**config.mk**
```make
export PLATFORM = sky130hd
export DESIGN_NAME = ama_riscv_mem_arbiter
export DESIGN_NICKNAME = d
export VERILOG_FILES = /design/src/rtl/ama_riscv_mem_arbiter.sv
export SDC_FILE = /design/constraint.sdc
export NUM_CORES = 1
export LEC_CHECK = 0
export ABC_AREA = 1
export CAP_MARGIN = 15
export CORE_AREA = 2 2 96 98
export DETAILED_ROUTE_END_ITERATION = 10
export DIE_AREA = 0 0 98 100
export GPL_TIMING_DRIVEN = 1
export PLACE_DENSITY = 0.73
export SLEW_MARGIN = 20
export SYNTH_ARGS = -nofsm -noshare
export SYNTH_HDL_FRONTEND = slang
export SYNTH_SLANG_ARGS = --single-unit
```
**constraint.sdc**
```tcl
create_clock -name clk -period 1.95 [get_ports clk]
set_input_delay 0.195 -clock clk [delete_from_list [all_inputs] [get_ports clk]]
set_output_delay 0.195 -clock clk [all_outputs]
set_load 0.005 [all_outputs]
```
**src/rtl/ama_riscv_mem_arbiter.sv**
```systemverilog
// Two-requester memory arbiter: instruction fetch (I) and load/store (D) share one
// valid/ready memory port, one transaction outstanding, D priority with I anti-starvation.
module ama_riscv_mem_arbiter #(
  parameter int AW         = 32,
  parameter int DW         = 32,
  parameter int STARVE_MAX = 4
) (
  input  logic            clk,
  input  logic            rst,
  input  logic            i_req_valid,
  output logic            i_req_ready,
  input  logic [AW-1:0]   i_req_addr,
  output logic            i_rsp_valid,
  input  logic            i_rsp_ready,
  input  logic            d_req_valid,
  output logic            d_req_ready,
  input  logic [AW-1:0]   d_req_addr,
  input  logic [DW-1:0]   d_req_wdata,
  input  logic [DW/8-1:0] d_req_wstrb,
  output logic            d_rsp_valid,
  input  logic            d_rsp_ready,
  output logic [DW-1:0]   rsp_data,
  output logic            m_req_valid,
  input  logic            m_req_ready,
  output logic [AW-1:0]   m_req_addr,
  output logic [DW-1:0]   m_req_wdata,
  output logic [DW/8-1:0] m_req_wstrb,
  input  logic            m_rsp_valid,
  output logic            m_rsp_ready,
  input  logic [DW-1:0]   m_rsp_data
);

  localparam int CW = $clog2(STARVE_MAX + 1);

  typedef enum logic [2:0] {IDLE, REQ_I, REQ_D, WAIT_I, WAIT_D} state_t;

  state_t          state_q, state_d;
  logic [CW-1:0]   starve_q, starve_d;
  logic            sel_i, sel_d;
  logic            starved;

  assign starved = (starve_q == CW'(STARVE_MAX));

  always_ff @(posedge clk) begin
    if (!rst) begin
      state_q  <= IDLE;
      starve_q <= '0;
    end else begin
      state_q  <= state_d;
      starve_q <= starve_d;
    end
  end

  always_comb begin
    state_d     = state_q;
    starve_d    = starve_q;
    sel_i       = 1'b0;
    sel_d       = 1'b0;
    i_req_ready = 1'b0;
    d_req_ready = 1'b0;
    i_rsp_valid = 1'b0;
    d_rsp_valid = 1'b0;
    m_req_valid = 1'b0;
    m_req_addr  = '0;
    m_req_wdata = '0;
    m_req_wstrb = '0;
    m_rsp_ready = 1'b0;
    rsp_data    = m_rsp_data;

    case (state_q)
      IDLE: begin
        if (i_req_valid && (!d_req_valid || starved)) sel_i = 1'b1;
        else if (d_req_valid)                         sel_d = 1'b1;
      end
      REQ_I: sel_i = 1'b1;
      REQ_D: sel_d = 1'b1;
      WAIT_I: begin
        i_rsp_valid = m_rsp_valid;
        m_rsp_ready = i_rsp_ready;
        if (m_rsp_valid && i_rsp_ready) state_d = IDLE;
      end
      WAIT_D: begin
        d_rsp_valid = m_rsp_valid;
        m_rsp_ready = d_rsp_ready;
        if (m_rsp_valid && d_rsp_ready) state_d = IDLE;
      end
      default: state_d = IDLE;
    endcase

    // Once presented, the grant is held in REQ_x until the memory takes it.
    if (sel_i) begin
      m_req_valid = 1'b1;
      m_req_addr  = i_req_addr;
      i_req_ready = m_req_ready;
      state_d     = m_req_ready ? WAIT_I : REQ_I;
      if (m_req_ready) starve_d = '0;
    end
    if (sel_d) begin
      m_req_valid = 1'b1;
      m_req_addr  = d_req_addr;
      m_req_wdata = d_req_wdata;
      m_req_wstrb = d_req_wstrb;
      d_req_ready = m_req_ready;
      state_d     = m_req_ready ? WAIT_D : REQ_D;
      if (m_req_ready && i_req_valid && !starved) starve_d = starve_q + 1'b1;
    end

    if (!rst) begin
      i_req_ready = 1'b0;
      d_req_ready = 1'b0;
      i_rsp_valid = 1'b0;
      d_rsp_valid = 1'b0;
      m_req_valid = 1'b0;
      m_req_addr  = '0;
      m_req_wdata = '0;
      m_req_wstrb = '0;
      m_rsp_ready = 1'b0;
      rsp_data    = '0;
    end
  end

endmodule

```
# Word level (Yosys, flattened, before mapping)
# Index checks and enable logic that the tools add are counted.
[word_totals]
regBits = 6
out_inout_bits = 106
elab_cells = 59
[op_classes]
n_addsub = 1
n_eq_ne = 8
n_mux = 37
n_reduce_logical = 11
[ops]
columns = ["op", "n"]
rows = [
  ["$mux 32", 6],
  ["$mux 3", 9],
  ["$mux 1", 15],
  ["$pmux 3 s3", 1],
  ["$mux 4", 2],
  ["$ne 4x4->1 const B", 2],
  ["$eq 3x2->1 const B", 2],
  ["$eq 3x3->1 const B", 2],
  ["$pmux 1 s2", 3],
  ["$logic_and 1x1->1", 5],
  ["$add 3x1->3 const B", 1],
  ["$eq 3x1->1 const B", 1],
  ["$logic_not 3->1", 1],
  ["$ne 3x1->1 const B", 1],
  ["$reduce_and 3->1", 1],
  ["$reduce_or 3->1", 1],
  ["$logic_not 1->1", 2],
  ["$mux 2", 1],
  ["$logic_or 1x1->1", 1],
]

# Longest topological paths before layout
# Gate-level depths: netlist (run 1).
[depth]
depth_word = 8
ltp_mapped = 11
mapped_depth_nobuf = 11

# Worst setup path after synthesis (run 1)
# Ideal clock, no wire load.
[synth_timing]
kind = "register to output"
startpoint = "register starve_q[0]"
endpoint = "output port m_req_wdata[21]"
t_arrival_ns = 1.276
slack_ns = 0.479
path_stages_with_launch = 10
n_path_buf = 2
cell_sequence = "dfxtp_1 inv_1 ha_1 nand2_2 nand2_2 nand3_2 nand3_2 buf_6 buf_6 nor2_2"
[synth_via]
elab_chain_cells = 7
[synth_rtl]
columns = ["element", "line", "source"]
rows = [
  ["start, declared", "38", "logic [CW-1:0] starve_q, starve_d;"],
  ["start signal, assigned", "50", "starve_q <= starve_d;"],
  ["$eq 3x3->1", "42", "assign starved = (starve_q == CW'(STARVE_MAX));"],
  ["$logic_or 1x1->1", "72", "if (i_req_valid && (!d_req_valid || starved)) sel_i = 1'b1;"],
  ["$logic_and 1x1->1", "72", ""],
  ["$mux 1", "72", ""],
  ["$pmux 1 s2", "70", "case (state_q)"],
  ["$mux 32", "98", "if (sel_d) begin"],
  ["$mux 32", "108", "if (!rst) begin"],
  ["end, declared", "26", "output logic [DW-1:0] m_req_wdata,"],
]
# No other way between the ends.

# Worst setup path after layout (run 1)
[layout_timing]
startpoint = "register starve_q[0]"
endpoint = "output port m_req_addr[14]"
[layout_via]
elab_chain_cells = 8
elab_cells_between_ends = 10
classes_between = "eq/ne: 1; mux: 7; reduce/logical: 2"
[layout_rtl]
columns = ["element", "line", "source"]
rows = [
  ["$eq 3x3->1 *", "42", ""],
  ["$logic_or 1x1->1 *", "72", ""],
  ["$logic_and 1x1->1 *", "72", ""],
  ["$mux 1", "72", ""],
  ["$pmux 1 s2", "70", ""],
  ["$mux 32", "91", "if (sel_i) begin"],
  ["$mux 32 *", "98", ""],
  ["$mux 32 *", "108", ""],
  ["end, declared", "25", "output logic [AW-1:0] m_req_addr,"],
]
# Every way passes the cells marked *; elsewhere a longest branch is shown, timed or not.

==> results.yml, run 1 <==
global_route:
  grt_max_degree: 50
  antenna_found_initial: 0
  grt_pass1_vias: 2965
  grt_pass1_wl_um: 13490
  overflow: 0
  track_usage_pct: 16.50
place:
  place_inst: 687
  place_congestion: 0.9382
  dp_hpwl_um: 6970
  portBuffers: 245
  pre_cts_slack_ns: -0.1735
logic_synthesis:
  synth_adder_area_share_pct: 1.600
  synth.top_cell.area_share_pct: 26.16
  synthSimpleGateAreaFrac_pct: 40.96
  synth_most_common_cell: "inv_1"
  ys_top_cells_by_area: "inv_1 (26%), nand2_1 (20%), o22ai_1 (13%)"
  avgSynthCellArea_um2: 4.783
  synthesis.nets: 469
  synth.distinct_cells: 23
  syn_inst: 327
  synth-compound-area-share_pct: 15.52
  yosys_warnings: 0
  seq_area_frac_synth_pct: 7.680
  synthTopCellsByCount: "inv_1 (109), nand2_1 (83), nor2_1 (41)"
  synth_seq_cells: 6
  yosys.area.top_type: "inv_1"
  synth_ff_type: "dfxtp_1"
  synth_top_family_by_area: "simple AND/OR/NAND/NOR gates"
  async_flop_share_pct: 0
  synth-xor-area-share_pct: 0.5600
  syn_area_um2: 1564
  synth_edf_count: 0
  synth_mux_area_share_pct: 0
floorplan:
  initial_utilization_pct: 17.59
  ios: 246
  die_h_um: 100
  coreArea_um2: 8890
  die_width_um: 98
  rows: 35
  die-area_um2: 9800
timing:
  tightest_slew_ns: 0.2429
  rsz0062_at_grt: "yes"
  holdWs_ns: 0.5090
  post-route-period-util_pct: 98.35
  max_freq_mhz: 521.4
  finClkSkew_ns: 0.008387
  setup_viol: 0
  hold_viol_final: 0
  period_minus_slack_ns: 1.918
  drv_slew: 0
  fin_ws_ns: 0.03226
  max-slew-margin-rel_pct: 83.75
layout:
  syn2layout_area_growth_pct: 175.1
  fin_nets: 735
  multi_input_area_um2: 1069
  final_layout_size_suffix_gt1_share_pct: 22.67
  nFillCells: 894
  n_antenna_cell: 0
  seq_area_um2: 123.9
  stdcell_count: 702
power_and_ir_drop:
  p_int_mw: 0.8900
  p_comb_share_pct: 75.9
  powerDensity_nw_per_um2: 325.0
  p_seq_share_pct: 10.5
  switching_share_pct: 36.37
  switchingPower_mw: 0.5086
  ir_drop_mv: 0.2475
  p_leak_nw: 2.398
  power.share.clock_pct: 13.6
status:
  status: "finished, final reports clean"
critical_path:
  cp_data_required_time_ns: 1.75
  timing.rr.end: "starve_q[1]"
  worstSetupEndpointType: "output port"
  path_delay_family: "buffers and inverters"
  crit_slowest_cell: "dfxtp_2"
  r2r_cells: 12
  cp_max_fo: 18
  cp.arrival_ns: 1.72
  timing.rr.start: "starve_q[0]"
  r2r_slack_ns: 0.33
  path_cells: "inv_2 -> ha_4 -> nand2_4 -> nand2_4 -> nand3_4 -> nand3_4 -> buf_6 -> buf_12 -> o22ai_2 -> dlygate4sd2_1"
  criticalPathCategory: "register to output port"
  critPathLaunchType: "register"
  path_buf_inv: 4
  crit_path_max_incr_delay_ns: 0.31
clock_network:
  postCtsHoldBufs: 0
  cts.root.buffer_cell: "clkbuf_8"
  clk_latency_ns: 0.23
  htreeDepth: 1
  cts.clk_slew.worst_paths_ns: 0.04
  cts_buffer_depth: 2
  cts_buffers: 3
  cts_sinks: 6
  cts_tree: "yes"
route:
  wl_um: 9004
  via_per_inst: 4.246
  drtIter0Drc: 97
  drt_pass1_iterations: 4
  num_vias: 2981
  ant_nets: 0
  drt_drc_violations_left: 0
  wl_per_cell_um: 12.83
min_path:
  min_to: "state_q[1]"
  hp-start: "rst"
  hold_path_class: "input port to register"
  hold-path-cell-count: 4
run:
  maxCapViolations: 0
power groups by stage:
stage          logic (mW)  clock network, mW  registers [mW]
4_1_cts              1.04              0.186           0.145
3_3_place_gp         1.03                  0           0.144
2_1_floorplan       0.349                  0           0.143
3_5_place_dp         1.05                  0           0.144
6_report             1.06              0.190           0.147
5_1_grt              1.16              0.203           0.148
placed cells by master (no fill, tap or decap):
master,netlist,routed
a21oi_1,4,4
buf_12,0,5
buf_16,0,1
buf_2,7,10
buf_4,0,22
buf_6,5,4
clkbuf_16,0,1
clkbuf_2,0,47
clkbuf_8,0,3
clkdlybuf4s15_1,0,2
clkdlybuf4s50_1,0,173
clkinv_1,1,1
dfxtp_1,6,3
dfxtp_2,0,3
dlygate4sd2_1,0,13
ha_1,2,1
ha_4,0,1
inv_1,109,107
inv_2,1,3
nand2_1,83,83
nand2_2,3,1
nand2_4,1,3
nand3_1,7,7
nand3_4,0,2
nand4_1,1,1
nor2_1,41,34
nor2_2,10,11
nor2_4,1,7
nor3_2,0,1
nor3_4,0,1
o21bai_1,3,3
o22ai_1,32,24
o22ai_2,0,8
xor2_1,1,1
registers in the layout (all words and copies together) (netlist names):
signal	count
starve_q	3
state_q	3
worst max-delay path by stage:
stage                 endpoint  slack (ns)  cells past startpoint        start
2_1_floorplan  m_req_wdata[21]        0.48                      9  starve_q[0]
3_3_place_gp    m_req_addr[26]       -0.13                      7  d_req_valid
3_5_place_dp    m_req_addr[11]       -0.17                      7  d_req_valid
4_1_cts        m_req_wdata[13]       -0.14                     13  starve_q[0]
5_1_grt         m_req_addr[14]       -0.06                     10  starve_q[0]
6_report        m_req_addr[14]        0.03                     10  starve_q[0]
per-layer routing:
metal  part of all wire, %  up-vias  GRT usage, %
met2                    49      162         30.45
met5                     0        -             0
met1                    41     1330         19.55
li1                      -     1475             -
met4                   2.0        0         4.380
met3                   8.0       14         3.134
layout make-up:
| cell class | count | share of cell area, % |
|---|---|---|
| well taps | 111 | 3.228 |
| multi-input cells | 193 | 24.83 |
| inverters | 111 | 9.683 |
| clock buffers | 3 | 0.9596 |
| repair buffers | 278 | 58.42 |
| flip-flops and latches | 6 | 2.879 |
tightest hold or removal path, stage by stage:
cell,delay (ns)
buf_2,0.17
buf_4,0.21
nand2_1,0.08
inv_1,0.03
logic make-up after synthesis:
kind of cell,Yosys count
flip-flops,6
AO/OA/AOI/OAI,39
buffers and inverters,128
adder cells (fa/ha/maj),2
AND/OR/NAND/NOR,151
XOR/XNOR,1
repair_timing:
item | 4_1_cts | 5_1_grt
pin swaps | 3 | 2
resized for setup | 108 | 126
buffers inserted | 8 | 2
setup endpoints to repair | 72 | 51
cloned | 2 | 2
per-stage QoR:
step	power [mW]	utilization (%)	area (µm²)	TNS, ns
4_1_cts	1.372	48.94	4350	-1.068
3_3_place_gp	1.177	47.78	4248	-6.373
2_1_floorplan	0.4921	-	1564	0
6_report	1.399	48.40	4303	0
5_1_grt	1.506	48.40	4303	-0.3704
3_5_place_dp	1.192	47.78	4248	-7.925
Note: power is estimated with default switching activity, not from simulation.
==> run 2, diff against run 1 <==
- ABC_AREA: 1 -> 0
- CORE_AREA: 2 2 96 98 -> 2 2 94 96
- DIE_AREA: 0 0 98 100 -> 0 0 96 98
- PLACE_DENSITY: 0.73 -> 0.72
==> run 2 against run 1 <==
Effect of this change:
- the flow now finishes with violations (negative setup slack)
- power is 12% higher
- combinational power is 16% higher
- synthesized cell count is 45% lower
- sequential share of layout area is 0.14 points higher
- critical endpoint is now m_req_wdata[11]
- largest cell class unchanged
- highest routed layer unchanged
==> results.yml, run 2 <==
status:
  status: "complete, but fails checks"
  violations: "negative setup slack"
layout:
  fin_nets: 584
  syn2layout_area_growth_pct: 220.2
  seq_area_um2: 126.4
  fin_util_pct: 49.41
  n_antenna_cell: 0
  final_layout_size_suffix_gt1_share_pct: 31.59
  multi_input_area_um2: 1184
  top_regs: "starve_q x3, state_q x3"
  nFillCells: 828
  mostFrequentLayoutCells: "clkdlybuf4s50_1 (173), buf_2 (50), and2_1 (34), a22o_1 (32), buf_6 (27)"
  layout_commonest_cell: "clkdlybuf4s50_1"
  design_area_um2: 4183
power_and_ir_drop:
  total_power_mw: 1.568
  ir_drop_mv: 0.2116
  p_leak_nw: 1.880
  powerDensity_nw_per_um2: 375.0
place:
  dp_hpwl_um: 6331
  place_congestion: 0.8297
  portBuffers: 245
  placed_area_um2: 3916
min_path:
  hold_path_class: "input port to register"
  hold-path-cell-count: 2
  hp-start: "rst"
  min_to: "starve_q[0]"
critical_path:
  cp_data_required_time_ns: 1.75
  worstSetupEndpointType: "output port"
  cp_max_fo: 4
  cp.arrival_ns: 1.85
  timing.rr.end: "state_q[1]"
  critPathLaunchType: "register"
  criticalPathCategory: "register to output port"
  crit_slowest_cell: "dfxtp_2"
  critical_path.startpoint: "starve_q[1]"
  path_cells: "inv_2 -> ha_4 -> and4b_1 -> nor4_4 -> buf_6 -> buf_8 -> buf_6 -> and3_4 -> buf_6"
  crit_top_cell: "buf_6"
  r2r_cells: 10
  timing.rr.start: "starve_q[1]"
  r2r_slack_ns: 0.09
  crit_path_max_incr_delay_ns: 0.32
logic_synthesis:
  yosys_warnings: 0
  synth_edf_count: 0
  synth_seq_cells: 6
  synthesis.nets: 323
  synth_ff_type: "dfxtp_1"
  synth_most_common_cell: "and3_1"
  avgSynthCellArea_um2: 7.217
  synth.distinct_cells: 32
  async_flop_share_pct: 0
  syn_area_um2: 1306
  synth.top_cell.area_share_pct: 21.46
  yosys.area.top_type: "a22o_1"
  seq_area_frac_synth_pct: 9.195
  ys_top_cells_by_area: "a22o_1 (21%), and3_1 (18%), and2_1 (17%)"
  synthTopCellsByCount: "and3_1 (37), and2_1 (35), a22o_1 (32)"
  syn_inst: 181
timing:
  hold_viol_final: 0
  drv_slew: 0
  tightest_slew_ns: 0.2961
  rsz0062_at_grt: "yes"
  fin_ws_ns: -0.09325
  post-route-period-util_pct: 104.8
  max_freq_mhz: 489.4
  period_minus_slack_ns: 2.043
  max-slew-margin-rel_pct: 80.25
  finClkSkew_ns: 0.001703
  setup_viol: 53
clock_network:
  postCtsHoldBufs: 0
  cts_buffer_depth: 2
  clk_latency_ns: 0.23
  cts.clk_slew.worst_paths_ns: 0.03
  htreeDepth: 1
  cts_sinks: 6
  cts.root.buffer_cell: "clkbuf_8"
  cts_tree: "yes"
  cts_buffers: 3
floorplan:
  ios: 246
  rows: 34
  die_h_um: 98
  die-area_um2: 9408
  initial_utilization_pct: 15.43
  coreArea_um2: 8466
  die_width_um: 96
route:
  drt_pass1_iterations: 4
  via_per_inst: 4.536
  wl_um: 8801
  wl_per_cell_um: 16.06
  num_vias: 2486
  drt_drc_violations_left: 0
  ant_nets: 0
  drtIter0Drc: 30
global_route:
  overflow: 0
  grt_pass1_vias: 2437
  antenna_found_initial: 0
  grt_pass1_wl_um: 12130
  grt_max_degree: 74
  track_usage_pct: 16.47
run:
  maxCapViolations: 0
run 2: layer usage:
metal  GRT usage, %  vias up  routed length [µm]
met5              0        -                   0
met4          4.396        0                 144
met3          4.938       11                1062
met2          32.59      159                4687
met1          15.87     1130                2906
li1               -     1186                   -
run 2: layout make-up:
cell class / instances / area share, %
inverters: 4 / 0.3590
well taps: 108 / 3.231
multi-input cells: 150 / 28.30
repair buffers: 277 / 64.10
flip-flops and latches: 6 / 3.021
clock buffers: 3 / 0.9871
run 2: worst max path at each step:
stage	end	slack [ns]
6_report	m_req_wdata[11]	-0.09
2_1_floorplan	m_req_addr[10]	0.26
3_3_place_gp	m_req_addr[23]	-0.31
4_1_cts	m_req_addr[20]	-0.25
3_5_place_dp	m_req_wdata[22]	-0.36
5_1_grt	m_req_addr[20]	-0.22
run 2: stage by stage:
stage / setup TNS [ns] / worst slack, ns / std cells / hold WS, ns
finish: -3.448 / -0.09325 / 548 / 0.2675
global placement: -19.44 / -0.3110 / 526 / 0.4909
global route: -9.833 / -0.2174 / 548 / 0.2824
floorplan: 0 / 0.2610 / 181 / 0.3459
detailed placement: -22.56 / -0.3587 / 526 / 0.5047
CTS: -11.04 / -0.2481 / 550 / 0.2627
run 2: repair_timing:
| action | 4_1_cts | 5_1_grt |
|---|---|---|
| gates resized for setup | 308 | 39 |
| setup buffers | 14 | 4 |
| pin swaps | 39 | 18 |
| endpoints found under the setup margin | 73 | 73 |
| gates cloned | 8 | 2 |
run 2: critical path, delay by kind of cell (launching register included):
| family | cells | cell delay (ns) |
|---|---|---|
| and+or+nand+nor | 3 | 0.56 |
| DFF | 1 | 0.32 |
| adders and majority gates | 1 | 0.15 |
| buffers and inverters | 5 | 0.59 |
run 2: cells by family after synthesis:
kind of cell / share of synthesized area (%)
AOI/OAI and AO/OA: 30.84
adders and majority gates: 1.915
buffers and inverters: 9.961
DFF: 9.196
and+or+nand+nor: 48.08
run 2: power by group:
group | switching [mW] | internal, mW | leakage, nW
clock | 0.0563 | 0.133 | 0.0216
combinational | 0.415 | 0.816 | 1.81
sequential | 0.0145 | 0.134 | 0.0506
==> run 3, diff against run 2 <==
- CAP_MARGIN: 15 -> 20
==> results of run 3 <==
The final DEF is identical to that of run 2; final timing and power are the same.
==> edit: new RTL, config.mk and constraints of run 3 <==
Set the parameter `DW` to 24 (it was 32).
--- a/src/rtl/ama_riscv_mem_arbiter.sv
+++ b/src/rtl/ama_riscv_mem_arbiter.sv
@@ -2,7 +2,7 @@
 // valid/ready memory port, one transaction outstanding, D priority with I anti-starvation.
 module ama_riscv_mem_arbiter #(
   parameter int AW         = 32,
-  parameter int DW         = 32,
+  parameter int DW         = 24,
   parameter int STARVE_MAX = 4
 ) (
   input  logic            clk,
Interface: changed (6 resized); port bits go from 246 to 212. The function was not compared with the original's and may differ.
==> edit against run 3 <==
The flow still finishes with violations (setup timing); die area unchanged; routed wire length down 11%; total power is 3.1% lower; final area decreased by 5.9%; sequential cell count stayed put; sequential power about the same; count of clock-buffer cells in the layout is the same; clock power decreased by 3%; fmax fell by 8.5%; clock skew fell by 0.0014 ns; setup slack worse by 0.19 ns; synthesized area shrank 4.3%; global-route usage decreased by 1.9 points; critical path type unchanged; critical endpoint is now m_req_addr[19]; highest routed layer unchanged.
==> edit: results (changes against run 3) <==
* Fin nets at 538 (-7.9%)
* Hpwl dp at 5510 um (-13%)
* Sw power at 479 uW (-1.5%)
* Post-synth cell types at 37 (+16%)
* Hold Path End: state_q[0]$_SDFFE_PN0P_
* CP peak stage delay at 0.34 ns (+0.02 ns)
* Leak at 0.00180 uW (-4.2%)
* CP arrival at 2.04 ns (+0.19 ns)
* Placed cells at 488 (-7.2%)
* Global-route wire length before repair at 10800 um (-11%)
* Hold Path Stages at 4 (+2)
* Cells after Synth at 168 (-7.2%)
* Synth Area in Compound Gates at 33.6% (+2.8 points)
* Largest net degree at the start of global routing at 44 (-41%)
* 1st-iter DRT viols at 44 (+47%)
* Largest cells by area after synthesis: a22o_1, and3_1, and2_1, dfxtp_1, a22o_2
* TNS Setup at -8.41 ns (-4.96 ns)
* Adder-cell share of the synthesized area at 2.00% (+0.086 points)
* Crit Path Max Fanout at 6 (+2)
* Fin cells at 519 (-5.3%)
* Reg power frac at 9.8% (+0.3 points)
* Placer congestion estimate at 0.762 (-8.2%)
* Final WS setup at -0.282 ns (-0.189 ns)
* RR Startpoint: starve_q[0]$_SDFF_PN0_
* Final Skew at 0.000267 ns (-0.00144 ns)
* Status: finished, violations left
* Peak VDD IR at 0.198 mV (-6.4%)
* Port bufs at 211 (-14%)
* GRT Total Usage at 14.6% (-1.9 points)
* Most instantiated cells after synthesis: and3_1, and2_1, a22o_1
* Vias in the first global route at 2212 (-9.2%)
* FILL cells at 770 (-7.0%)
* Comb pwr at 1190 uW (-3%)
* CP Capture Point: m_req_addr[19]
* Share of cells above drive strength 1 at 36.3% (+4.7 points)
* Worst-Margin Slew at 0.436 ns (+0.140 ns)
* Total routed wirelength at 7800 um (-11%)
* Failing checks: setup timing
* # setup viols final at 54 (+1.9%)
* CP max-delay cell: a2111oi_4
[edit: layout make-up]
| cell class | count | share of cell area, % |
|---|---|---|
| multi-input cells | 138 | 29.3 |
| repair buffers | 259 | 62.6 |
| well taps | 108 | 3.43 |
| inverters | 5 | 0.477 |
| flip-flops and latches | 6 | 3.12 |
| clock buffers | 3 | 1.05 |
[edit: through the flow]
stage                     total power [uW]  util, %  setup WS, ns
after detailed placement              1120     41.9        -0.521
final                                 1520     46.5        -0.282
after floorplan                        508        -         0.126
after global placement                1110     41.9        -0.470
after CTS                             1510     46.1        -0.473
after global routing                  1620     46.5        -0.387
[edit: layer usage]
layer	track usage, %	vias to the layer above	part of all wire, %
met5	0	-	0
met4	2.97	0	0.62
met3	2.55	4	11
met2	29.4	138	53
met1	15.1	1017	36
li1	-	1112	-
[edit: repair_timing]
action | 4_1_cts | 5_1_grt
buffers inserted | 24 | 6
setup endpoints to repair | 78 | 78
gates resized for setup | 255 | 60
pin swaps | 31 | 29
cloned | 4 | 0
